==> config.mk <==
export PLATFORM = sky130hd
export DESIGN_NAME = frame_color_scan
export DESIGN_NICKNAME = d
export VERILOG_FILES = /design/src/rtl/frame_color_scan_pkg.sv /design/src/rtl/frame_pixel_classify.sv /design/src/rtl/frame_color_scan.sv
export SDC_FILE = /design/constraint.sdc
export NUM_CORES = 1
export LEC_CHECK = 0
export CORE_MARGIN = 5
export CORE_UTILIZATION = 50
export CTS_CLUSTER_DIAMETER = 30
export DETAILED_ROUTE_END_ITERATION = 6
export MAX_ROUTING_LAYER = met4
export PLACE_DENSITY = 0.73
export SYNTH_ARGS = -nofsm -noshare
export SYNTH_HDL_FRONTEND = slang
export SYNTH_SLANG_ARGS = --single-unit
==> constraint.sdc <==
create_clock -name clk -period 3.06 [get_ports clk]
set_clock_uncertainty 0.1 [all_clocks]
set_input_delay 0.612 -clock clk [delete_from_list [all_inputs] [get_ports clk]]
set_output_delay 0.612 -clock clk [all_outputs]
set_load 0.005 [all_outputs]
==> src/rtl/frame_color_scan_pkg.sv <==
// Shared definitions for the frame colour scanner: colour codes, FSM states
// and the RGB444 field positions inside a pixel word.
package frame_color_scan_pkg;

    localparam logic [1:0] COLOR_NONE  = 2'd0;
    localparam logic [1:0] COLOR_RED   = 2'd1;
    localparam logic [1:0] COLOR_GREEN = 2'd2;
    localparam logic [1:0] COLOR_BLUE  = 2'd3;

    typedef enum logic [2:0] {
        ST_IDLE,
        ST_SCAN,
        ST_DRAIN,
        ST_DECIDE,
        ST_DONE
    } state_t;

    // RGB444 layout: {R[11:8], G[7:4], B[3:0]}
    localparam int R_HI = 11;
    localparam int R_LO = 8;
    localparam int G_HI = 7;
    localparam int G_LO = 4;
    localparam int B_HI = 3;
    localparam int B_LO = 0;

endpackage

==> src/rtl/frame_pixel_classify.sv <==
// Combinational RGB444 pixel classifier. A pixel belongs to a colour only when
// that component is the strict maximum and reaches MIN_LVL; any tie for the
// maximum leaves the pixel unclassified.
module frame_pixel_classify
    import frame_color_scan_pkg::*;
#(
    parameter int DW      = 12,
    parameter int MIN_LVL = 4
) (
    input  logic [DW-1:0] pixel,
    output logic [1:0]    pix_class
);

    localparam logic [3:0] LVL = 4'(MIN_LVL);

    logic [3:0] r;
    logic [3:0] g;
    logic [3:0] b;

    assign r = pixel[R_HI:R_LO];
    assign g = pixel[G_HI:G_LO];
    assign b = pixel[B_HI:B_LO];

    // Strict-maximum test per component.
    always_comb begin
        // NOTE: default assignment first so no path leaves pix_class unassigned (no latch).
        pix_class = COLOR_NONE;
        if (r > g && r > b && r >= LVL) begin
            pix_class = COLOR_RED;
        end else if (g > r && g > b && g >= LVL) begin
            pix_class = COLOR_GREEN;
        end else if (b > r && b > g && b >= LVL) begin
            pix_class = COLOR_BLUE;
        end
    end

endmodule

==> src/rtl/frame_color_scan.sv <==
// Frame-buffer colour scanner: sweeps every pixel address once per request,
// counts red/green/blue pixels and reports the dominant colour of the frame.
module frame_color_scan
    import frame_color_scan_pkg::*;
#(
    parameter int AW        = 15,
    parameter int DW        = 12,
    parameter int IMG_SIZE  = 19200,
    parameter int MIN_LVL   = 4,
    parameter int MIN_COUNT = 100
) (
    input  logic          clk,
    input  logic          rst,
    input  logic          start,
    output logic          busy,
    output logic          done,
    output logic [AW-1:0] mem_addr,
    input  logic [DW-1:0] mem_data,
    output logic [1:0]    color,
    output logic [AW-1:0] red_cnt,
    output logic [AW-1:0] green_cnt,
    output logic [AW-1:0] blue_cnt
);

    localparam logic [AW-1:0] LAST_ADDR = AW'(IMG_SIZE - 1);

    state_t        state;
    logic          rd_valid;
    logic [AW-1:0] r_acc;
    logic [AW-1:0] g_acc;
    logic [AW-1:0] b_acc;
    logic [1:0]    pix_class;
    logic [1:0]    winner;
    logic [AW-1:0] win_cnt;
    logic [1:0]    decided;

    frame_pixel_classify #(
        .DW      (DW),
        .MIN_LVL (MIN_LVL)
    ) u_classify (
        .pixel     (mem_data),
        .pix_class (pix_class)
    );

    // Largest count wins; strict '>' keeps red > green > blue on ties.
    always_comb begin
        winner  = COLOR_RED;
        win_cnt = r_acc;
        if (g_acc > win_cnt) begin
            winner  = COLOR_GREEN;
            win_cnt = g_acc;
        end
        if (b_acc > win_cnt) begin
            winner  = COLOR_BLUE;
            win_cnt = b_acc;
        end
        decided = (32'(win_cnt) < 32'(MIN_COUNT)) ? COLOR_NONE : winner;
    end

    // Scan sequencer with registered handshake, address and result outputs.
    always_ff @(posedge clk) begin
        // NOTE: non-blocking assignments so every register samples pre-edge values.
        if (rst) begin
            state     <= ST_IDLE;
            busy      <= 1'b0;
            done      <= 1'b0;
            mem_addr  <= '0;
            color     <= COLOR_NONE;
            red_cnt   <= '0;
            green_cnt <= '0;
            blue_cnt  <= '0;
        end else begin
            done <= 1'b0;
            case (state)
                ST_IDLE: begin
                    if (start) begin
                        state    <= ST_SCAN;
                        busy     <= 1'b1;
                        mem_addr <= '0;
                    end
                end
                ST_SCAN: begin
                    if (mem_addr == LAST_ADDR) begin
                        state <= ST_DRAIN;
                    end else begin
                        mem_addr <= mem_addr + AW'(1);
                    end
                end
                ST_DRAIN: begin
                    state <= ST_DECIDE;
                end
                ST_DECIDE: begin
                    state     <= ST_DONE;
                    busy      <= 1'b0;
                    done      <= 1'b1;
                    color     <= decided;
                    red_cnt   <= r_acc;
                    green_cnt <= g_acc;
                    blue_cnt  <= b_acc;
                end
                ST_DONE: begin
                    state <= ST_IDLE;
                end
                default: begin
                    state <= ST_IDLE;
                end
            endcase
        end
    end

    // Read-data qualifier (one cycle behind SCAN) and per-class pixel counters.
    always_ff @(posedge clk) begin
        if (rst) begin
            rd_valid <= 1'b0;
            r_acc    <= '0;
            g_acc    <= '0;
            b_acc    <= '0;
        end else begin
            rd_valid <= (state == ST_SCAN);
            if (state == ST_IDLE && start) begin
                r_acc <= '0;
                g_acc <= '0;
                b_acc <= '0;
            end else if (rd_valid) begin
                case (pix_class)
                    COLOR_RED:   r_acc <= r_acc + AW'(1);
                    COLOR_GREEN: g_acc <= g_acc + AW'(1);
                    COLOR_BLUE:  b_acc <= b_acc + AW'(1);
                    default:     ;
                endcase
            end
        end
    end

endmodule

==> results of run 1 <==
==> state kept, by name (all words and copies together) (netlist names) <==
signal / flops
b_acc: 15
blue_cnt: 15
busy: 1
color: 2
done: 1
g_acc: 15
green_cnt: 15
mem_addr: 15
r_acc: 15
rd_valid: 1
red_cnt: 15
state: 3
==> worst min path at each step <==
stage | start | endpoint | cells after the start
after floorplan | state[2]$_SDFFE_PP0P_ | state[0]$_SDFFE_PP0P_ | 1
after global placement | green_cnt[5]$_SDFFE_PP0P_ | green_cnt[5]$_SDFFE_PP0P_ | 2
after detailed placement | red_cnt[1]$_SDFFE_PP0P_ | red_cnt[1]$_SDFFE_PP0P_ | 2
after CTS | red_cnt[1]$_SDFFE_PP0P_ | red_cnt[1]$_SDFFE_PP0P_ | 2
after global routing | green_cnt[11]$_SDFFE_PP0P_ | green_cnt[11]$_SDFFE_PP0P_ | 2
final | blue_cnt[11]$_SDFFE_PP0P_ | blue_cnt[11]$_SDFFE_PP0P_ | 2
==> cell type report <==
type / instances / area [um2]
fill: 991 / 3792
multi-input combinational: 595 / 3694
sequential: 113 / 2267
timing repair buffer: 155 / 1381
clock buffer: 23 / 478.0
tap: 147 / 183.9
inverter: 28 / 105.1
clock inverter: 7 / 60.06
==> worst reg2reg max path, stage by stage, from the launching register on <==
cell	delay [ns]
dfxtp_1	0.33
inv_1	0.06
ha_1	0.32
a21oi_2	0.15
nor2_1	0.06
nor4_2	0.26
a22oi_2	0.10
buf_6	0.15
buf_4	0.17
a21oi_1	0.21
ha_1	0.28
a21oi_1	0.20
nor3_2	0.07
nor3_2	0.22
a311o_1	0.23
nand4_1	0.10
a31oi_1	0.17
==> where the power goes <==
part | total, W | switching (W) | internal, W
sequential | 0.00149 | 0.00000730 | 0.00148
clock | 0.00182 | 0.000658 | 0.00116
combinational | 0.000214 | 0.000128 | 0.0000864
total | 0.00352 | 0.000793 | 0.00272
==> per-layer routing <==
| metal | share of wire | vias up |
|---|---|---|
| met5 | 0 | - |
| met4 | 0.029 | 0 |
| met3 | 0.052 | 41 |
| met2 | 0.49 | 182 |
| met1 | 0.43 | 2916 |
| li1 | - | 3076 |
==> repair_timing <==
action | in CTS | in global routing
setup endpoints to repair | 2 | 2
pin swaps | 1 | 9
endpoints found under the hold margin | 0 | 0
cloned | 2 | 0
hold buffers | 0 | 0
buffers inserted | 1 | 2
gates resized for setup | 9 | 33
==> cell families (layout without fill, tap and decap cells) <==
kind of cell    count (synthesis)  count (layout)  share of synthesized area
fa+ha+maj                      46              46                    0.09447
compound gates                180             180                     0.1811
mux                            12              12                    0.01992
simple gates                  346             346                     0.2727
buf+inv                        71             213                    0.04457
flops                         113             113                     0.3713
xor+xnor                       11              11                    0.01581
==> stage by stage <==
stage | hold slack (ns) | TNS, ns | power (W)
final | 0.3532 | -0.4131 | 0.003516
after global routing | 0.3652 | -0.7335 | 0.003624
after CTS | 0.3554 | -0.4474 | 0.003529
after detailed placement | 0.3478 | -2.465 | 0.001721
after global placement | 0.3408 | -1.552 | 0.001716
after floorplan | 0.3353 | 0 | 0.001637
==> Yosys cell counts, drive strengths merged, types with 3 or more instances <==
library cell  number
o211ai             6
mux2i             11
or3                7
o41ai             10
o31ai             11
xnor2              4
nor4              13
nor2b              5
dfxtp            113
nand2            146
nand2b            16
and3              14
ha                46
nand4             28
a31oi              5
inv               28
nand3b             3
a21oi             95
nor2              50
o21a               8
nor3              10
xor2               7
nand3             28
o21ai             19
clkbuf            33
and2               6
or4               14
buf               10
o311ai            13
==> results.json, run 1 <==
{
  "grt_overflow": 0,
  "clkTransAtPathRegs_ns": 0.05,
  "nets": 971,
  "relSlewSlack": 0.3684,
  "maxCapViolCount": 0,
  "cp_data_arrival_time_ns": 3.51,
  "synth-seq-area-share": 0.3713,
  "endpoint_kind": "flop",
  "antenna_found_initial": 0,
  "globalplace.congestion": 1.011,
  "worst_slack_ns": -0.2160,
  "post-place-ws_ns": -0.2812,
  "synthesis.area_um2": 6092,
  "hp-class": "flop to flop",
  "slowest_delay_ns": 0.33,
  "cts_root_buffer": "clkbuf_16",
  "firstDrtPassIters": 5,
  "coreArea_um2": 11960,
  "synth_cell_types": 49,
  "worstSetupStartpointType": "flop",
  "period_share": 1.071,
  "r2r_start": "r_acc[10]$_SDFFE_PP0P_",
  "avgRoutedWirePerCell_um": 17.10,
  "reg2reg_depth": 16,
  "endpoint": "color[1]$_SDFFE_PP0P_",
  "vias": 6215,
  "routed_wl_um": 18260,
  "syn-instance-count": 779,
  "num_antenna_cells": 0,
  "status": "finished, violations left",
  "initial_core_util": 0.5093,
  "h-tree-depth": 4,
  "crit_required_ns": 3.30,
  "antenna_left": 0,
  "groute.usage.overall": 0.2617,
  "fin_area_um2": 8169,
  "num_io_pins": 79,
  "crit_slowest_cell": "dfxtp_1",
  "cts_tree": "yes",
  "placementRows": 40,
  "setup_viol_count_final": 2,
  "instances_no_fill": 1068,
  "reg2reg_to": "color[1]$_SDFFE_PP0P_",
  "final_common_cell": "nand2_1",
  "violations": "negative setup slack",
  "fin_util": 0.6830,
  "fin_crit_ns": 3.276,
  "yosys.area.top_type_share": 0.3713,
  "drt-initial-drc-count": 449,
  "synth_largest_area_cell": "dfxtp_1",
  "dp.cells": 1033,
  "crit_type": "flop to flop",
  "synthesis.nets": 840,
  "synth_edf_count": 0,
  "max_freq_mhz": 305.3,
  "layout_common_cells": "146 x nand2_1, 109 x dfxtp_1, 88 x a21oi_1, 77 x clkdlybuf4s50_1, 72 x buf_4",
  "hold_viol": 0,
  "cp_top_family": "compound AO/OA/AOI/OAI gates",
  "drive_above_1_share": 0.1520,
  "grt_pass1_wl_um": 29500,
  "cp_num_cells": 16,
  "powerDensity_nw_per_um2": 430.4,
  "use_met1": 0.3047,
  "grt_setup_unrepaired": "true",
  "ys_top_cells_by_area": "dfxtp_1 37%, ha_1 9.4%, nand2_1 9.0%, a21oi_1 7.8%, nor2_1 3.1%",
  "die-area_um2": 14490,
  "timing.critical_path.buf_inv": 3,
  "cts.sinks": 113,
  "syn_avg_cell_area_um2": 7.820,
  "path_max_fanout": 10,
  "fp.dieW_um": 120.4,
  "drc_errors": 0,
  "path_cells": "inv_1, ha_1, a21oi_2, nor2_1, nor4_2, a22oi_2, buf_6, buf_4, a21oi_1, ha_1, a21oi_1, nor3_2, nor3_2, a311o_1, nand4_1, a31oi_1",
  "syn_to_final_growth_pct": 34.09,
  "grt.met2_usage": 0.4380,
  "grt_pass1_vias": 6059,
  "portBuffers": 78,
  "worst_pin_slew_ns": 0.9474,
  "ys_async_sr_fraction": 0,
  "startpoint": "r_acc[10]$_SDFFE_PP0P_",
  "cts_buffers": 17,
  "regToRegSetupSlack_ns": -0.22,
  "place_hpwl_um": 13370,
  "yosys_most_used_dff": "dfxtp_1",
  "ys_warn_count": 0,
  "placement.cell_area_um2": 7450,
  "maxSlewViolCount": 0,
  "die_height_um": 120.4,
  "ir_drop_v": 0.0003273,
  "grt_max_degree": 57,
  "viasPerCell": 5.819,
  "busiest_layer": "met2",
  "cts_buffer_depth": 2,
  "p_leak_nw": 3.106,
  "ys_ff_latch": 113,
  "clk_latency_ns": 0.42,
  "gr-usage-met3": 0.05566
}
Note: power is estimated with default switching activity, not from simulation.
==> run 2, diff against run 1 <==
- CAP_MARGIN: default -> 20
- PLACE_DENSITY: 0.73 -> 0.74
- SYNTH_HIERARCHICAL: default -> 1
- clock period: 3.06 -> 2.9 ns (I/O delays scaled with it)
==> results.json, run 2 <==
{
  "yosys_most_used_dff": "dfxtp_1",
  "groute.usage.overall": 0.2459,
  "path_max_fanout": 5,
  "dp.cells": 978,
  "clkTransAtPathRegs_ns": 0.05,
  "violations": "negative setup slack",
  "cts_buffer_depth": 2,
  "cts_root_buffer": "clkbuf_16",
  "cts.sinks": 113,
  "worstSetupStartpointType": "flop",
  "total_power_w": 0.003795,
  "routed_wl_um": 16970,
  "ys_top_cells_by_area": "dfxtp_1 39%, ha_1 9.9%, nand2_1 8.2%, a21oi_1 7.9%, nor2_1 5.4%",
  "max_freq_mhz": 288.2,
  "fp.dieW_um": 117.6,
  "grt_max_degree": 56,
  "cp_data_arrival_time_ns": 3.72,
  "synth-seq-area-share": 0.3906,
  "worst_pin_slew_ns": 0.7875,
  "path_cells": "inv_2, ha_4, nand4_1, buf_4, nor4_4, buf_4, a21oi_4, buf_6, a21oi_1, ha_1, a21oi_1, nor3_2, nor3_2, a311oi_1, or4_1, a21oi_1",
  "syn_avg_cell_area_um2": 8.055,
  "h-tree-depth": 4,
  "regToRegSetupSlack_ns": -0.57,
  "period_share": 1.196,
  "gr-usage-met3": 0.05622,
  "synthesis.nets": 780,
  "final_common_cell": "nand2_1",
  "layout_common_cells": "124 x nand2_1, 101 x dfxtp_1, 82 x a21oi_1, 80 x buf_4, 77 x nor2_1",
  "ys_ff_latch": 113,
  "initial_core_util": 0.5094,
  "avgRoutedWirePerCell_um": 16.52,
  "num_antenna_cells": 0,
  "use_met1": 0.2685,
  "grt_pass1_wl_um": 27400,
  "synth.most_common_cell": "nand2_1",
  "die_height_um": 117.6,
  "hold_viol": 0,
  "antenna_found_initial": 0,
  "antenna_left": 0,
  "cts_buffers": 17,
  "num_io_pins": 79,
  "coreArea_um2": 11370,
  "post-place-ws_ns": -0.7530,
  "worst_slack_ns": -0.5696,
  "nets": 932,
  "maxSlewViolCount": 0,
  "relSlewSlack": 0.4750,
  "portBuffers": 78,
  "status": "finished, violations left",
  "crit_type": "flop to flop",
  "globalplace.congestion": 0.8984,
  "cts_tree": "yes",
  "synth_edf_count": 0,
  "place_hpwl_um": 11340,
  "fin_crit_ns": 3.470,
  "hp-class": "flop to flop",
  "maxCapViolCount": 0,
  "syn_to_final_growth_pct": 43.40,
  "fin_util": 0.7305,
  "ir_drop_v": 0.0004541,
  "clk_latency_ns": 0.42,
  "grt_pass1_vias": 5815,
  "crit_slowest_cell": "or4_1",
  "placementRows": 39,
  "grt.met2_usage": 0.4176,
  "synth_largest_area_cell": "dfxtp_1",
  "yosys.area.top_type_share": 0.3906,
  "busiest_layer": "met2",
  "synth_commonest_cells": "126 x nand2_1, 113 x dfxtp_1, 92 x a21oi_1",
  "endpoint_kind": "flop",
  "vias": 5773,
  "synth_cell_types": 58,
  "powerDensity_nw_per_um2": 456.9,
  "path_common_cell": "a21oi_1",
  "viasPerCell": 5.621,
  "p_leak_nw": 3.218,
  "grt_overflow": 0,
  "instances_no_fill": 1027,
  "ys_async_sr_fraction": 0,
  "firstDrtPassIters": 5,
  "slowest_delay_ns": 0.41,
  "synthesis.area_um2": 5792,
  "drt-initial-drc-count": 331,
  "drc_errors": 0,
  "postCtsHoldBufs": 0,
  "drive_above_1_share": 0.2477,
  "die-area_um2": 13840,
  "syn-instance-count": 719,
  "grt_setup_unrepaired": "true",
  "crit_required_ns": 3.15,
  "ys_warn_count": 6,
  "setup_viol_count_final": 2,
  "fillers": 849
}
==> run 2: cell count changes after synthesis, moves of 7 or more <==
cell,previous run,this run
clkbuf_1,33,26
mux2i_1,11,4
nand2_1,146,126
nand2b_1,16,1
nand3_1,28,19
nor2_1,50,83
o311ai_0,13,1
o31ai_1,11,0
o41ai_1,10,0
or4_1,13,1
xnor2_1,4,16
xor2_1,7,30
==> run 2: cells by family after synthesis <==
| family | count (synthesis) | share of synthesized area |
|---|---|---|
| xor gates and xnor gates | 46 | 0.06956 |
| buffers and inverters | 63 | 0.04428 |
| and+or+nand+nor | 319 | 0.2605 |
| muxes | 5 | 0.008857 |
| adders and majority gates | 46 | 0.09937 |
| AOI/OAI and AO/OA | 127 | 0.1268 |
| DFF | 113 | 0.3906 |
==> run 2: what timing repair did <==
| item | CTS | global route |
|---|---|---|
| pin swaps | 20 | 24 |
| endpoints found under the setup margin | 22 | 21 |
| endpoints found under the hold margin | 0 | 0 |
| setup buffers | 9 | 7 |
| gates resized for setup | 58 | 35 |
| gates cloned | 2 | 1 |
==> run 2: power breakdown <==
part / total (W) / leakage, nW / internal [W] / switching [W]
combinational: 0.000233 / 2.02 / 0.000106 / 0.000127
clock: 0.00200 / 0.277 / 0.00128 / 0.000715
sequential: 0.00157 / 0.917 / 0.00156 / 0.00000646
==> run 2: final cells by class <==
cell class / count / area [um2] / share of cell area
Multi-Input combinational cell: 546 / 3711 / 0.4468
Inverter: 29 / 108.9 / 0.01311
Tap cell: 143 / 178.9 / 0.02154
Sequential cell: 113 / 2280 / 0.2745
Timing Repair Buffer: 164 / 1449 / 0.1745
Clock inverter: 9 / 80.08 / 0.009641
Clock buffer: 23 / 498.0 / 0.05996
==> run 2: final timing paths <==
| path | start | end | cells past startpoint |
|---|---|---|---|
| worst max-delay path | r_acc[12]$_SDFFE_PP0P_ | color[0]$_SDFFE_PP0P_ | 16 |
| worst min-delay path | red_cnt[4]$_SDFFE_PP0P_ | red_cnt[4]$_SDFFE_PP0P_ | 2 |
| worst max register to register | r_acc[12]$_SDFFE_PP0P_ | color[0]$_SDFFE_PP0P_ | 16 |
| worst min register to register | red_cnt[4]$_SDFFE_PP0P_ | red_cnt[4]$_SDFFE_PP0P_ | 2 |
==> run 2: worst max-delay path: cells and delay by family (launching register included) <==
family | cells | cell delay [ns]
adders and majority gates | 2 | 0.55
AOI/OAI and AO/OA | 5 | 0.72
buffers and inverters | 4 | 0.62
DFF | 1 | 0.34
and+or+nand+nor | 5 | 1.07
==> run 2: metal layers <==
layer,wire length (um),up-vias
li1,-,2791
met1,7037,2721
met2,8475,192
met3,768,69
met4,686,0
met5,0,-
==> run 2: per-stage QoR <==
step	hold WS, ns	TNS [ns]	area (um2)
5_1_grt	0.3723	-1.402	8305
3_3_place_gp	0.3424	-16.59	7244
3_5_place_dp	0.3485	-18.57	7244
4_1_cts	0.3554	-0.8461	8163
6_report	0.3527	-1.079	8305
2_1_floorplan	0.3319	-0.4355	5904
==> run 3, diff against run 2 <==
- CORE_UTILIZATION: 50 -> 35
- HOLD_SLACK_MARGIN: default -> 0.03
- PLACE_DENSITY: 0.74 -> 0.54
==> results.json, run 3 (same netlist as run 2, synthesis figures left out) <==
{
  "avgRoutedWirePerCell_um": 15.20,
  "hold_viol": 0,
  "cts_root_buffer": "clkbuf_16",
  "routed_wl_um": 16690,
  "initial_core_util": 0.3530,
  "maxSlewViolCount": 0,
  "timing.critical_path.buf_inv": 2,
  "worstSetupStartpointType": "flop",
  "cts_buffers": 17,
  "status": "finished, violations left",
  "violations": "negative setup slack",
  "crit_slowest_cell": "or4_1",
  "groute.usage.overall": 0.1773,
  "grt_setup_unrepaired": "true",
  "die_height_um": 138.6,
  "cp_data_arrival_time_ns": 3.62,
  "placement.cell_area_um2": 7326,
  "syn_to_final_growth_pct": 43.57,
  "use_met1": 0.2232,
  "whs_ns": 0.3511,
  "portBuffers": 78,
  "worst_pin_slew_ns": 0.6665,
  "fp.dieW_um": 138.6,
  "reg2reg_depth": 16,
  "grt_overflow": 0,
  "endpoint_kind": "flop",
  "busiest_layer": "met2",
  "maxCapViolCount": 0,
  "drt-initial-drc-count": 326,
  "cts_tree": "yes",
  "slowest_delay_ns": 0.42,
  "cts_buffer_depth": 2,
  "grt_pass1_vias": 5500,
  "layout_common_cells": "126 x nand2_1, 98 x dfxtp_1, 85 x a21oi_1, 79 x nor2_1, 75 x buf_4",
  "crit_required_ns": 3.15,
  "hp-class": "flop to flop",
  "drive_above_1_share": 0.2312,
  "relSlewSlack": 0.5552,
  "clkTransAtPathRegs_ns": 0.06,
  "die-area_um2": 19220,
  "place_hpwl_um": 12080,
  "fin_crit_ns": 3.373,
  "coreArea_um2": 16410,
  "h-tree-depth": 4,
  "post-place-ws_ns": -0.7134,
  "gr-usage-met3": 0.04034,
  "reg2reg_to": "color[0]$_SDFFE_PP0P_",
  "placementRows": 47,
  "hold_depth": 2,
  "path_max_fanout": 7,
  "grt.met2_usage": 0.2873,
  "drc_errors": 0,
  "worst_slack_ns": -0.4731,
  "period_share": 1.163,
  "ir_drop_v": 0.0003697,
  "antenna_left": 0,
  "firstDrtPassIters": 5,
  "antenna_found_initial": 0,
  "grt_max_degree": 56,
  "crit_type": "flop to flop",
  "min_from": "green_cnt[7]$_SDFFE_PP0P_",
  "num_antenna_cells": 0,
  "globalplace.congestion": 0.8863,
  "instances_no_fill": 1098,
  "setup_viol_count_final": 2,
  "startpoint": "r_acc[10]$_SDFFE_PP0P_",
  "powerDensity_nw_per_um2": 471.6,
  "viasPerCell": 5.068,
  "path_cells": "inv_2, ha_4, nand2_1, o21a_1, o221a_4, a21oi_4, nor2_1, a21oi_1, ha_1, nand4_1, buf_4, nor2_1, nor3_2, a311oi_1, or4_1, a21oi_1",
  "num_io_pins": 79,
  "grt_pass1_wl_um": 27340,
  "max_freq_mhz": 296.5,
  "cp_top_family": "compound AO/OA/AOI/OAI gates",
  "vias": 5565,
  "p_leak_nw": 3.160,
  "r2r_start": "r_acc[10]$_SDFFE_PP0P_",
  "dp.cells": 1053,
  "fin_area_um2": 8315,
  "worstHoldEndpoint": "green_cnt[7]$_SDFFE_PP0P_",
  "regToRegSetupSlack_ns": -0.47,
  "clk_latency_ns": 0.42,
  "final_common_cell": "nand2_1",
  "cts.sinks": 113,
  "nets": 926
}
[run 3: repair_timing]
| item | in CTS | in global routing |
|---|---|---|
| hold buffers | 0 | 0 |
| cloned | 3 | 0 |
| resized for setup | 39 | 32 |
| buffers inserted | 3 | 7 |
| pin swaps | 27 | 18 |
| setup endpoints to repair | 19 | 14 |
[run 3: worst max-delay path by stage]
stage | endpoint | slack, ns | cells past startpoint
floorplan | color[0]$_SDFFE_PP0P_ | -0.27 | 16
global placement | color[0]$_SDFFE_PP0P_ | -0.63 | 14
detailed placement | color[0]$_SDFFE_PP0P_ | -0.71 | 14
CTS | color[0]$_SDFFE_PP0P_ | -0.45 | 14
global route | color[0]$_SDFFE_PP0P_ | -0.66 | 16
finish | color[0]$_SDFFE_PP0P_ | -0.47 | 16
[run 3: area by class of cell]
cell class,count,area [um2]
repair buffers,158,1395
inverters,29,111.4
fillers,1540,8092
flip-flops and latches,113,2283
multi-input cells,546,3642
clock inverters,15,182.7
clock buffers,17,425.4
well taps,220,275.3
[run 3: power by group]
part | total (W) | leakage, nW | internal [W] | switching [W]
Clock | 0.00215 | 0.283 | 0.00136 | 0.000791
Sequential | 0.00156 | 0.919 | 0.00156 | 0.00000657
Combinational | 0.000211 | 1.96 | 0.0000951 | 0.000115
Total | 0.00392 | 3.16 | 0.00301 | 0.000913
[run 3: worst register-to-register path, delay by kind of cell, from the launching register on]
kind	cells	cell delay, ns
buffers and inverters	2	0.19
AND/OR/NAND/NOR	6	0.93
AO/OA/AOI/OAI	6	1.21
flip-flops	1	0.34
adder cells (fa/ha/maj)	2	0.53
[run 3: metrics by stage]
step | utilization | TNS, ns | power, W
after floorplan | - | -0.4355 | 0.001706
after global placement | 0.4465 | -15.79 | 0.001765
after detailed placement | 0.4465 | -18.88 | 0.001771
after CTS | 0.4942 | -0.8601 | 0.003955
after global routing | 0.5068 | -1.260 | 0.004059
final | 0.5068 | -0.8948 | 0.003921
[run 3: layer usage]
layer  part of all wire  vias up
met4              0.020        0
met1               0.46     2617
met5                  0        -
met2               0.48      143
met3              0.043       32
li1                   -     2773
